--- src/rtl/stride_prefetch_engine.sv ---
// Stride prefetch engine: trains on in-window demand reads, locks a signed
// stride with a saturating confidence counter, then issues prefetches over a
// valid/ready channel up to PF_AHEAD ahead, bounded by max_outstanding and
// the [bar, limit] window.
// Ports: clk/resetN (async active-low), en, flush, demand request
// (req_valid/req_addr/req_opcode), window (bar/limit), max_outstanding,
// prefetch channel (pf_valid/pf_addr/pf_ready), pf_done, and status
// (stride_locked, cur_stride, outstanding_cnt).
module stride_prefetch_engine #(
  parameter int unsigned ADDR_BITS   = 64,
  parameter int unsigned STRIDE_BITS = 16,
  parameter int unsigned CONF_BITS   = 2,
  parameter int unsigned CONF_THRESH = 2,
  parameter int unsigned AHEAD_BITS  = 3,
  parameter int unsigned PF_AHEAD    = 4,
  parameter int unsigned OUTS_BITS   = 4
) (
  input  logic                   clk,
  input  logic                   resetN,
  input  logic                   en,
  input  logic                   flush,
  input  logic                   req_valid,
  input  logic [ADDR_BITS-1:0]   req_addr,
  input  logic                   req_opcode,
  input  logic [ADDR_BITS-1:0]   bar,
  input  logic [ADDR_BITS-1:0]   limit,
  input  logic [OUTS_BITS-1:0]   max_outstanding,
  output logic                   pf_valid,
  output logic [ADDR_BITS-1:0]   pf_addr,
  input  logic                   pf_ready,
  input  logic                   pf_done,
  output logic                   stride_locked,
  output logic [STRIDE_BITS-1:0] cur_stride,
  output logic [OUTS_BITS-1:0]   outstanding_cnt
);

  localparam int unsigned EXT_BITS = ADDR_BITS - STRIDE_BITS;

  typedef enum logic [1:0] {S_IDLE, S_TRAIN, S_LOCKED} state_t;

  state_t                 r_state, w_state_nxt;
  logic                   r_has_last, w_has_last_nxt;
  logic [ADDR_BITS-1:0]   r_last_addr, w_last_addr_nxt;
  logic [STRIDE_BITS-1:0] r_cand, w_cand_nxt;
  logic [CONF_BITS-1:0]   r_conf, w_conf_nxt;
  logic [AHEAD_BITS-1:0]  r_issued, w_issued_nxt;
  logic [ADDR_BITS-1:0]   r_pf_next, w_pf_next_nxt;
  logic                   r_pf_stop, w_pf_stop_nxt;
  logic                   r_pf_valid, w_pf_valid_nxt;
  logic [ADDR_BITS-1:0]   r_pf_addr, w_pf_addr_nxt;
  logic [STRIDE_BITS-1:0] r_cur_stride, w_cur_stride_nxt;
  logic [OUTS_BITS-1:0]   r_outs, w_outs_nxt;
  logic                   r_locked;

  // Training qualification and stride difference
  logic                      w_train, w_nz_event, w_diff_fits, w_match, w_hs, w_unlock;
  logic [ADDR_BITS-1:0]      w_diff, w_lock_next;
  logic [EXT_BITS:0]         w_diff_hi;
  logic [ADDR_BITS:0]        w_pf_sum;
  logic [CONF_BITS-1:0]      w_conf_inc;

  assign w_train     = en & req_valid & ~req_opcode & (req_addr >= bar) & (req_addr <= limit);
  assign w_diff      = req_addr - r_last_addr;
  assign w_nz_event  = w_train & r_has_last & (w_diff != '0);
  assign w_diff_hi   = w_diff[ADDR_BITS-1:STRIDE_BITS-1];
  assign w_diff_fits = (&w_diff_hi) | ~(|w_diff_hi);
  assign w_match     = w_diff_fits & (w_diff[STRIDE_BITS-1:0] == r_cand);
  assign w_hs        = r_pf_valid & pf_ready;
  assign w_unlock    = w_nz_event & (r_state == S_LOCKED) & ~w_match & (r_conf == CONF_BITS'(1));
  assign w_conf_inc  = r_conf + CONF_BITS'(1);
  assign w_lock_next = req_addr + {{EXT_BITS{w_diff[STRIDE_BITS-1]}}, w_diff[STRIDE_BITS-1:0]};
  // Extra top bit flags carry/borrow out of the prefetch address step
  assign w_pf_sum    = {1'b0, r_pf_next} + {{(EXT_BITS+1){r_cur_stride[STRIDE_BITS-1]}}, r_cur_stride};

  // State register
  always_ff @(posedge clk or negedge resetN) begin
    if (!resetN) begin
      r_state      <= S_IDLE;
      r_has_last   <= 1'b0;
      r_last_addr  <= '0;
      r_cand       <= '0;
      r_conf       <= '0;
      r_issued     <= '0;
      r_pf_next    <= '0;
      r_pf_stop    <= 1'b0;
      r_pf_valid   <= 1'b0;
      r_pf_addr    <= '0;
      r_cur_stride <= '0;
      r_outs       <= '0;
      r_locked     <= 1'b0;
    end else begin
      r_state      <= w_state_nxt;
      r_has_last   <= w_has_last_nxt;
      r_last_addr  <= w_last_addr_nxt;
      r_cand       <= w_cand_nxt;
      r_conf       <= w_conf_nxt;
      r_issued     <= w_issued_nxt;
      r_pf_next    <= w_pf_next_nxt;
      r_pf_stop    <= w_pf_stop_nxt;
      r_pf_valid   <= w_pf_valid_nxt;
      r_pf_addr    <= w_pf_addr_nxt;
      r_cur_stride <= w_cur_stride_nxt;
      r_outs       <= w_outs_nxt;
      r_locked     <= (w_state_nxt == S_LOCKED);
    end
  end

  // Next-state: outstanding tracking, handshake, generation, training, flush
  always_comb begin
    w_state_nxt      = r_state;
    w_has_last_nxt   = r_has_last;
    w_last_addr_nxt  = r_last_addr;
    w_cand_nxt       = r_cand;
    w_conf_nxt       = r_conf;
    w_issued_nxt     = r_issued;
    w_pf_next_nxt    = r_pf_next;
    w_pf_stop_nxt    = r_pf_stop;
    w_pf_valid_nxt   = r_pf_valid;
    w_pf_addr_nxt    = r_pf_addr;
    w_cur_stride_nxt = r_cur_stride;
    w_outs_nxt       = r_outs;

    // Completion counting is independent of en and flush
    if (w_hs && !pf_done && (r_outs != '1))
      w_outs_nxt = r_outs + OUTS_BITS'(1);
    else if (!w_hs && pf_done && (r_outs != '0))
      w_outs_nxt = r_outs - OUTS_BITS'(1);

    if (flush) begin
      w_state_nxt      = S_IDLE;
      w_has_last_nxt   = 1'b0;
      w_conf_nxt       = '0;
      w_cand_nxt       = '0;
      w_cur_stride_nxt = '0;
      w_issued_nxt     = '0;
      w_pf_stop_nxt    = 1'b0;
      w_pf_valid_nxt   = 1'b0;
      w_pf_addr_nxt    = '0;
    end else begin
      if (w_hs) begin
        w_pf_valid_nxt = 1'b0;
        w_pf_next_nxt  = w_pf_sum[ADDR_BITS-1:0];
        w_issued_nxt   = r_issued + AHEAD_BITS'(1);
        if (w_pf_sum[ADDR_BITS])
          w_pf_stop_nxt = 1'b1;
      end

      // Suppressed in the unlock cycle so no new request follows the stride loss
      if ((r_state == S_LOCKED) && en && !r_pf_valid && !r_pf_stop && !w_unlock &&
          (r_issued < AHEAD_BITS'(PF_AHEAD)) && (r_outs < max_outstanding)) begin
        if ((r_pf_next >= bar) && (r_pf_next <= limit)) begin
          w_pf_valid_nxt = 1'b1;
          w_pf_addr_nxt  = r_pf_next;
        end else begin
          w_pf_stop_nxt = 1'b1;
        end
      end

      if (w_train && !r_has_last) begin
        w_last_addr_nxt = req_addr;
        w_has_last_nxt  = 1'b1;
      end else if (w_nz_event) begin
        w_last_addr_nxt = req_addr;
        unique case (r_state)
          S_IDLE: begin
            if (w_diff_fits) begin
              w_cand_nxt  = w_diff[STRIDE_BITS-1:0];
              w_conf_nxt  = CONF_BITS'(1);
              w_state_nxt = S_TRAIN;
              if (CONF_THRESH == 1) begin
                w_state_nxt      = S_LOCKED;
                w_cur_stride_nxt = w_diff[STRIDE_BITS-1:0];
                w_pf_next_nxt    = w_lock_next;
                w_issued_nxt     = '0;
                w_pf_stop_nxt    = 1'b0;
              end
            end
          end
          S_TRAIN: begin
            if (w_match) begin
              w_conf_nxt = w_conf_inc;
              if (w_conf_inc == CONF_BITS'(CONF_THRESH)) begin
                w_state_nxt      = S_LOCKED;
                w_cur_stride_nxt = r_cand;
                w_pf_next_nxt    = w_lock_next;
                w_issued_nxt     = '0;
                w_pf_stop_nxt    = 1'b0;
              end
            end else if (w_diff_fits) begin
              w_cand_nxt = w_diff[STRIDE_BITS-1:0];
              w_conf_nxt = CONF_BITS'(1);
            end else begin
              w_state_nxt = S_IDLE;
              w_conf_nxt  = '0;
            end
          end
          S_LOCKED: begin
            if (w_match) begin
              if (r_conf != '1)
                w_conf_nxt = w_conf_inc;
              // A demand hit consumes one run-ahead slot unless a handshake refills it
              if (w_hs)
                w_issued_nxt = r_issued;
              else if (r_issued != '0)
                w_issued_nxt = r_issued - AHEAD_BITS'(1);
            end else begin
              w_conf_nxt = r_conf - CONF_BITS'(1);
              if (w_unlock) begin
                w_state_nxt      = S_IDLE;
                w_cur_stride_nxt = '0;
                w_issued_nxt     = '0;
              end
            end
          end
          default: w_state_nxt = S_IDLE;
        endcase
      end
    end
  end

  assign pf_valid        = r_pf_valid;
  assign pf_addr         = r_pf_addr;
  assign stride_locked   = r_locked;
  assign cur_stride      = r_cur_stride;
  assign outstanding_cnt = r_outs;

endmodule

--- config.mk ---
export PLATFORM = sky130hd
export DESIGN_NAME = stride_prefetch_engine
export DESIGN_NICKNAME = d
export VERILOG_FILES = /design/src/rtl/stride_prefetch_engine.sv
export SDC_FILE = /design/constraint.sdc
export NUM_CORES = 1
export LEC_CHECK = 0
export BUFFER_PORTS_ARGS = -buffer_cell sky130_fd_sc_hd__buf_2
export CAP_MARGIN = 20
export CORE_MARGIN = 2
export CORE_UTILIZATION = 65
export CTS_CLUSTER_DIAMETER = 100
export DETAILED_ROUTE_END_ITERATION = 8
export HOLD_SLACK_MARGIN = 0.1
export PLACE_DENSITY = 0.87
export SLEW_MARGIN = 25
export SYNTH_ARGS = -nofsm -noshare
export SYNTH_HDL_FRONTEND = slang
export SYNTH_SLANG_ARGS = --single-unit
--- constraint.sdc ---
create_clock -name clk -period 18.1 [get_ports clk]
set_input_delay 1.81 -clock clk [delete_from_list [all_inputs] [get_ports clk]]
set_output_delay 1.81 -clock clk [all_outputs]
set_load 0.01 [all_outputs]
Word-level counts from Yosys, hierarchy flattened
Index checks and enable logic that the tools add are counted.
{ "word_totals": {"register_bits": 239, "inputBits": 204, "out_inout_bits": 86, "elab_cells": 172} }
{ "classes": {"add_sub_neg": 9, "magnitude_cmp": 6, "eq_ne": 17, "mux": 73, "bitwise": 16, "reduce_logical": 38} }
{ "op_table": {"columns": ["operator", "count"], "rows": [
  ["2-to-1 mux 64 bit", 11],
  ["2-to-1 mux 16 bit", 12],
  ["greater-or-equal comparator 64 bit", 2],
  ["less-or-equal comparator 64 bit", 2],
  ["adder 64 x 65 -> 65 bit", 1],
  ["adder 64 bit", 1],
  ["one-hot mux 16 bit (2 select lines)", 2],
  ["nonzero test 64 bit", 1],
  ["subtractor 64 bit", 1],
  ["AND reduction 49 bit", 1],
  ["OR reduction 49 bit", 1],
  ["2-to-1 mux 2 bit", 16],
  ["2-to-1 mux 3 bit", 10],
  ["!= test 3 bit, second input constant", 6],
  ["2-to-1 mux 1 bit", 17],
  ["== test 16 bit", 1],
  ["logical AND 1 bit", 12],
  ["one-hot mux 2 bit (3 select lines)", 2],
  ["nonzero test 2 bit", 6],
  ["AND 1 bit", 11],
  ["nonzero test 3 bit", 3],
  ["2-to-1 mux 4 bit", 2],
  ["nonzero test 4 bit", 2],
  ["AND reduction 7 bit", 1],
  ["22 further kinds", 35]
]} }

Logic depth before layout (Yosys ltp)
Gate-level depths: netlist (run 1).
{ "logic_depth": {"word_depth": 20, "ltp_mapped": 27, "mapped_depth_nobuf": 27} }

Worst setup path before layout (run 1)
OpenSTA, ideal clock, no wires.
{ "synth_timing": {"path_kind": "input to register", "startpoint": "input req_addr[4]", "endpoint": "register r_pf_next[63]", "setup_time_ns": 0.123, "t_arrival_ns": 7.526, "required_time_ns": 17.977, "slack_ns": 10.451, "path_stages": 24, "path_buffers": 1, "path_cell_list": "ha_1 > a21o_1 > a211o_1 > o21ai_1 > a22oi_1 > xnor2_1 > inv_1 > ha_1 > clkbuf_1 > and4_1 > nand2_1 > nor2_1 > nand2_1 > or3_1 > o21ai_0 > a41oi_1 > or3_1 > a211o_1 > o21ai_0 > a21o_1 > a221oi_1 > o21bai_1 > xnor2_1 > o221a_1"} }
{ "synth_via": {"elab_chain_cells": 9, "word_cells_on_any_way": 21, "classes_between": "2 x add/sub; 2 x order compare; 1 x eq/ne; 5 x mux; 7 x bitwise; 4 x reduce/logical"} }
{ "synth_rtl": {"columns": ["item", "line", "text"], "rows": [
  ["start, declared", "23", "input logic [ADDR_BITS-1:0] req_addr,"],
  ["branches (longest 8 deep; another with subtractor 64 bit)", null, null],
  ["2-to-1 mux 64 bit (*)", "159", "if (w_train && !r_has_last) begin"],
  ["end signal, assigned", "98", "r_pf_next <= w_pf_next_nxt;"],
  ["end, declared", "47", "logic [ADDR_BITS-1:0] r_pf_next, w_pf_next_nxt;"]
]} }
Every way passes the cells marked *.
A chain may end at the register's enable or synchronous reset.

Worst setup path after layout (run 1)
{ "layout_timing": {"startpoint": "input req_addr[6]", "endpoint": "register r_pf_next[49]"} }
Same word-level chain as after synthesis.

==> flow_metrics.env, run 1 <==
export IMPL_port_buffers=289
export IMPL_cts_inserted_buffers=31
export IMPL_first_iter_violations=3495
export IMPL_timing_hold_worst_class="flop to flop"
export IMPL_yosys_area_top_type="dfrtp_1"
export IMPL_power_density_nw_per_um2=113.3
export IMPL_rows=77
export IMPL_critical_path_type="primary input to flop"
export IMPL_final_skew_ps=21.12
export IMPL_finalSetupViolations=0
export IMPL_clock_sinks=239
export IMPL_drt_pass1_iter_count=6
export IMPL_setup_tns_final_ps=0
export IMPL_master_of_the_slowest_instance_on_the_critical_path="a2111oi_0"
export IMPL_grt_start_max_net_pins=72
export IMPL_place_gp_congestion=1.097
export IMPL_via_count=29960
export IMPL_leakage_nw=16.20
export IMPL_avgSynthCellArea_um2=8.113
export IMPL_slew_headroom_pct=25.77
export IMPL_route_antenna_remaining_nets=0
export IMPL_remaining_drc_errors=0
export IMPL_insertion_delay_ps=620
export IMPL_fin_ws_ps=9797
export IMPL_globalRouteTotalUtil_pct=43.95
export IMPL_synth_flop_cell="dfrtp_1"
export IMPL_post_cts_repair_setup_buffers=0
export IMPL_synth_cell_types=90
export IMPL_fp_coreArea_um2=44030
export IMPL_grt_antenna_before_repair=2
export IMPL_max_freq_mhz=120.4
export IMPL_cts_tree="built"
export IMPL_grt_pass1_vias=28090
export IMPL_grt_pass1_wl_mm=159.8
export IMPL_synth_top_cells_by_area="dfrtp_1, ha_1, a21oi_1"
export IMPL_postSynthNetCount=4231
export IMPL_min_period_over_period_pct=45.87
export IMPL_cts_root_buffer_cell="clkbuf_16"
export IMPL_cp_data_required_time_ps=18620
export IMPL_maxCapViolCount=0
export IMPL_syn_inst=3561
export IMPL_hold_ws_ps=503.9
export IMPL_min_period_ps=8303
export IMPL_proportion_of_netlist_area_held_by_the_largest_area_contributor_pct=20.70
export IMPL_unrepaired_setup_endpoints_after_global_routing="false"
export IMPL_start_util_pct=65.62
export IMPL_areaGrowthSynthToFinish_pct=10.52
export IMPL_clkSlewWorstSetupHoldPaths_ps=60
export IMPL_layout_drive_gt1_share_pct=12.55
export IMPL_dieWidth_um=214.8
export IMPL_type_of_origin_of_the_critical_path="primary input"
export IMPL_pre_cts_ws_ps=9453
export IMPL_antenna_cells=0
export IMPL_crit_path_max_incr_delay_ps=950
export IMPL_die_area_um2=46150
export IMPL_die_height_um=214.8
export IMPL_synth_edf_count=0
export IMPL_wire_per_inst_um=23.76
export IMPL_layout_cells_most_common="ha_1"
export IMPL_post_synth_instance_area_um2=28890
export IMPL_crit_path_cells="buf_2 -> ha_1 -> o21ai_1 -> a211oi_1 -> o21ai_1 -> a2111o_1 -> a2111oi_0 -> nor4b_1 -> a311oi_1 -> nand4_1 -> nor2_1 -> or4b_1 -> o32ai_4 -> nor4b_4 -> buf_4 -> inv_2 -> a21oi_4 -> buf_16 -> nor2_1 -> a221oi_2"
export IMPL_worst_slew_pin_transition_ps=1100
export IMPL_drt_wl_total_mm=104.8
export IMPL_max_transition_viols_final=0
export IMPL_yosys_warnings=0
export IMPL_cts_htree_levels=1
export IMPL_num_io_pins=290
export IMPL_status="completed"
export IMPL_critical_path_top_delay_family="compound AO/OA/AOI/OAI gates"
export IMPL_finalNetCount=4463
export IMPL_cts_repair_resized=0
export IMPL_ys_seq_elements=239
export IMPL_ir_worst_vdd_mv=0.09678
export IMPL_postCtsHoldBufs=0
export IMPL_viasPerCell=6.794
export IMPL_critical_path_n_buffers_inverters=4
export IMPL_maximum_clock_path_buffer_count=3
export IMPL_mostFrequentLayoutCells="ha_1, a21oi_1, buf_2, nor2_1, nand2_1"
export IMPL_dp_final_hpwl_mm=83.16
export IMPL_end_kind="flop"
export IMPL_ys_async_rst_share_pct=100.0
export IMPL_hold_viol_final=0
export IMPL_synth_seq_area_share_pct=20.70
export IMPL_worst_ep_arrival_time_ps=8820
export IMPL_worst_path_max_fanout=46
export IMPL_residual_overflow_from_global_routing=0
-- metal layers --
layer / part of all wire (%) / global-route usage, % / routed length, um / up-vias
li1: - / - / - / 13610
met3: 13 / 12.16 / 13960 / 362
met5: 0 / 0 / 0 / -
met1: 39 / 58.67 / 41280 / 14110
met2: 42 / 66.61 / 44230 / 1873
met4: 5.1 / 19.05 / 5295 / 0
-- path summary, 6_finish.rpt --
| path | from | endpoint | slack (ps) | cells past startpoint |
|---|---|---|---|---|
| worst max-delay path | req_addr[6] | r_pf_next[49] | 9800 | 20 |
| worst min-delay path | r_last_addr[31] | r_last_addr[31] | 500 | 1 |
| worst max register to register | r_last_addr[4] | r_pf_next[49] | 10780 | 20 |
| worst min register to register | r_last_addr[31] | r_last_addr[31] | 500 | 1 |
| max in group asynchronous | resetN | r_last_addr[35] | 14310 | 4 |
| min in group asynchronous | resetN | pf_addr[11] | 1120 | 1 |
-- metrics by stage --
step / utilization [%] / power [mW] / instances / instance area [um2]
after floorplan: - / 2.169 / 3561 / 28890
after global placement: 69.94 / 2.798 / 4351 / 30790
final: 72.52 / 3.618 / 4409 / 31930
after global routing: 72.52 / 3.788 / 4409 / 31930
after CTS: 72.51 / 3.495 / 4409 / 31920
after detailed placement: 70.02 / 2.804 / 4352 / 30830
-- layout make-up --
class | count | area, um2
inverter | 257 | 964.7
timing repair buffer | 310 | 1637
fill | 3571 | 12100
tap | 592 | 740.7
clock buffer | 43 | 900.9
clock inverter | 14 | 195.2
sequential | 239 | 5982
multi-input combinational | 2954 | 21510
-- cell families after synthesis --
family,share of synthesized area [%]
flip-flops,20.70
AO/OA/AOI/OAI,23.85
multiplexers,5.647
adder cells (fa/ha/maj),20.29
XOR/XNOR,5.275
AND/OR/NAND/NOR,19.22
buffers and inverters,5.015
-- cells in the mapped netlist (63+ instances only) --
| library cell | instances |
|---|---|
| ha_1 | 462 |
| o21ai_0 | 178 |
| a21o_1 | 193 |
| mux2i_1 | 73 |
| nor2b_1 | 63 |
| nand2b_1 | 65 |
| nand3_1 | 64 |
| nor2_1 | 268 |
| nand4_1 | 110 |
| mux2_2 | 76 |
| xnor2_1 | 99 |
| xor2_1 | 75 |
| a21oi_1 | 330 |
| nand2_1 | 260 |
| clkbuf_1 | 79 |
| dfrtp_1 | 239 |
| inv_1 | 256 |
-- sequential cells by signal, indices dropped and copies added, names as in the netlist --
signal / count
r_last_addr: 64
r_has_last: 1
cur_stride: 16
pf_addr: 64
r_conf: 2
outstanding_cnt: 4
r_pf_stop: 1
r_pf_next: 64
pf_valid: 1
r_issued: 3
r_cand: 16
stride_locked: 1
r_state: 2
-- power by group --
part / switching (mW) / internal (mW) / total [mW]
combinational: 1.49 / 0.824 / 2.31
clock: 0.268 / 0.404 / 0.672
sequential: 0.0458 / 0.588 / 0.634
total: 1.80 / 1.82 / 3.62
(Power assumes the default switching activity.)
==> run 2, diff against run 1 <==
--- a/config.mk
+++ b/config.mk
@@ -8,11 +8,11 @@
 export BUFFER_PORTS_ARGS = -buffer_cell sky130_fd_sc_hd__buf_2
 export CAP_MARGIN = 20
 export CORE_MARGIN = 2
-export CORE_UTILIZATION = 65
+export CORE_UTILIZATION = 56
 export CTS_CLUSTER_DIAMETER = 100
 export DETAILED_ROUTE_END_ITERATION = 8
 export HOLD_SLACK_MARGIN = 0.1
-export PLACE_DENSITY = 0.87
+export PLACE_DENSITY = 0.79
 export SLEW_MARGIN = 25
 export SYNTH_ARGS = -nofsm -noshare
 export SYNTH_HDL_FRONTEND = slang
==> constraint.sdc (replaced) <==
create_clock -name clk -period 6.7 [get_ports clk]
set_input_delay 0.67 -clock clk [delete_from_list [all_inputs] [get_ports clk]]
set_output_delay 0.67 -clock clk [all_outputs]
set_load 0.01 [all_outputs]
==> run 2 against run 1 <==
Core utilization fell by 8.6 points. Register-to-register slack got worse by 10000 ps. Via count fell by 0.34%. Critical endpoint is now pf_addr[47]. Worst hold slack got worse by 430 ps. Power rose to 2.7 times the previous value. Clock-buffer cell count fell by 5.
==> flow_metrics.env, run 2 (synthesis gave the netlist of run 1 again) <==
export IMPL_num_io_pins=290
export IMPL_route_antenna_remaining_nets=0
export IMPL_port_buffers=289
export IMPL_pwr_share_comb_pct=64.1
export IMPL_master_of_the_slowest_instance_on_the_critical_path="nor4_1"
export IMPL_grt_pass1_vias=27580
export IMPL_min_period_over_period_pct=93.20
export IMPL_cts_htree_levels=1
export IMPL_type_of_origin_of_the_critical_path="flop"
export IMPL_fp_coreArea_um2=51200
export IMPL_maximum_clock_path_buffer_count=3
export IMPL_crit_path_max_incr_delay_ps=560
export IMPL_hold_viol_final=0
export IMPL_crit_path_cells="inv_1 -> ha_1 -> a21oi_1 -> o21ai_0 -> nor3_1 -> a21oi_1 -> buf_4 -> or2_1 -> a221oi_1 -> o22ai_1 -> or4_1 -> nor4_1 -> nand4_1 -> nor4_2 -> a31oi_1 -> a21o_1 -> nor3b_2 -> buf_4 -> mux2i_1 -> nor2_1"
export IMPL_ir_worst_vdd_mv=0.2662
export IMPL_cts_inserted_buffers=31
export IMPL_die_height_um=231.1
export IMPL_max_transition_viols_final=0
export IMPL_timing_hold_worst_class="primary input to asynchronous set/reset pin"
export IMPL_rows=83
export IMPL_globalRouteTotalUtil_pct=38.49
export IMPL_post_cts_repair_setup_buffers=0
export IMPL_cts_tree="built"
export IMPL_viasPerCell=6.512
export IMPL_maxCapViolCount=0
export IMPL_place_gp_congestion=1.072
export IMPL_clock_sinks=239
export IMPL_leakage_nw=16.58
export IMPL_pre_cts_ws_ps=154.3
export IMPL_dieWidth_um=231.1
export IMPL_worst_path_max_fanout=23
export IMPL_dp_final_hpwl_mm=84.61
export IMPL_setup_tns_final_ps=0
export IMPL_net_switching_share_of_the_total_power_pct=48.51
export IMPL_mostFrequentLayoutCells="ha_1, a21oi_1, buf_2, nor2_1, nand2_1"
export IMPL_drt_pass1_iter_count=6
export IMPL_final_skew_ps=26.26
export IMPL_worst_ep_arrival_time_ps=6730
export IMPL_areaGrowthSynthToFinish_pct=13.27
export IMPL_via_count=29850
export IMPL_insertion_delay_ps=630
export IMPL_timing_reg2reg_setup_slack_ps=460
export IMPL_power_frac_clock_pct=18.8
export IMPL_start_util_pct=56.43
export IMPL_power_density_nw_per_um2=302.9
export IMPL_unrepaired_setup_endpoints_after_global_routing="false"
export IMPL_drt_wl_total_mm=105.7
export IMPL_residual_overflow_from_global_routing=0
export IMPL_cp_data_required_time_ps=7180
export IMPL_postCtsHoldBufs=0
export IMPL_layout_cells_most_common="ha_1"
export IMPL_critical_path_type="flop to flop"
export IMPL_fin_ws_ps=455.5
export IMPL_layout_drive_gt1_share_pct=14.39
export IMPL_die_area_um2=53420
export IMPL_first_iter_violations=3226
export IMPL_grt_pass1_wl_mm=159.8
export IMPL_status="completed"
export IMPL_max_freq_mhz=160.1
export IMPL_finalSetupViolations=0
export IMPL_clkSlewWorstSetupHoldPaths_ps=60
export IMPL_wire_per_inst_um=23.07
export IMPL_grt_start_max_net_pins=114
export IMPL_finalNetCount=4544
export IMPL_remaining_drc_errors=0
export IMPL_end_kind="flop"
export IMPL_grt_antenna_before_repair=7
export IMPL_net_switching_power_mw=4.809
export IMPL_min_period_ps=6244
export IMPL_p_seq_share_pct=17.1
export IMPL_internal_power_mw=5.104
export IMPL_slew_headroom_pct=29.08
export IMPL_cts_root_buffer_cell="clkbuf_16"
export IMPL_worst_slew_pin_transition_ps=1057
[run 2: changes by cell type in the layout (fill, tap and decap cells not counted), moves of 3 or more]
cell,previous run,this run
clkinv_2,6,0
diode_2,0,5
inv_6,1,4
buf_4,21,99
clkbuf_8,8,5
buf_12,0,4
clkinvlp_4,1,8
[run 2: timing repair]
item,in CTS,in global routing
endpoints found under the setup margin,0,2
hold endpoints to repair,0,0
gates resized for setup,0,1
[run 2: layout make-up]
| cell class | instances | area [um2] |
|---|---|---|
| Antenna cell | 5 | 12.51 |
| Timing Repair Buffer | 391 | 2275 |
| Clock buffer | 38 | 852.1 |
| Tap cell | 680 | 850.8 |
| Multi-Input combinational cell | 2954 | 21510 |
| Inverter | 257 | 964.7 |
| Sequential cell | 239 | 5982 |
| Fill cell | 4516 | 18470 |
| Clock inverter | 20 | 282.8 |
[run 2: through the flow]
step                      power (mW)  util, %  instance area [um2]  hold WS (ps)  instances
after global routing           10.45    63.92                32730         178.8       4584
after detailed placement       7.751    61.66                31570         492.8       4521
after global placement         7.754    61.66                31570         486.5       4521
final                          9.913    63.92                32730         70.76       4584
after CTS                      9.671    63.87                32700         159.7       4579
after floorplan                5.861        -                28890         374.4       3561
[run 2: critical path: cells and delay by family, from the launching register on]
kind,cells,cell delay (ps)
adder cells (fa/ha/maj),1,340
multiplexers,1,300
buffers and inverters,3,670
AO/OA/AOI/OAI,7,1580
AND/OR/NAND/NOR,8,2850
flip-flops,1,350
[run 2: power by group through the flow]
stage	logic, mW	registers (mW)	clock network, mW
3_5_place_dp	6.04	1.71	0
6_report	6.35	1.69	1.87
4_1_cts	6.10	1.69	1.88
2_1_floorplan	4.18	1.68	0
3_3_place_gp	6.05	1.71	0
5_1_grt	6.80	1.71	1.94
[run 2: layer usage]
| layer | vias up | part of all wire [%] | global-route usage [%] |
|---|---|---|---|
| li1 | 13800 | - | - |
| met1 | 14090 | 42 | 54.39 |
| met2 | 1634 | 41 | 56.68 |
| met3 | 335 | 11 | 7.099 |
| met4 | 0 | 5.4 | 17.96 |
| met5 | - | 0 | 0 |
[run 2: path summary, 6_finish.rpt]
| path | start | endpoint | cells after the start |
|---|---|---|---|
| worst max-delay path | r_last_addr[11] | pf_addr[47] | 20 |
| worst min-delay path | resetN | pf_addr[7] | 1 |
| worst max register to register | r_last_addr[11] | pf_addr[47] | 20 |
| worst min register to register | r_last_addr[26] | r_last_addr[26] | 1 |
| max in group asynchronous | resetN | cur_stride[15] | 2 |
| min in group clk | req_addr[24] | r_last_addr[24] | 2 |
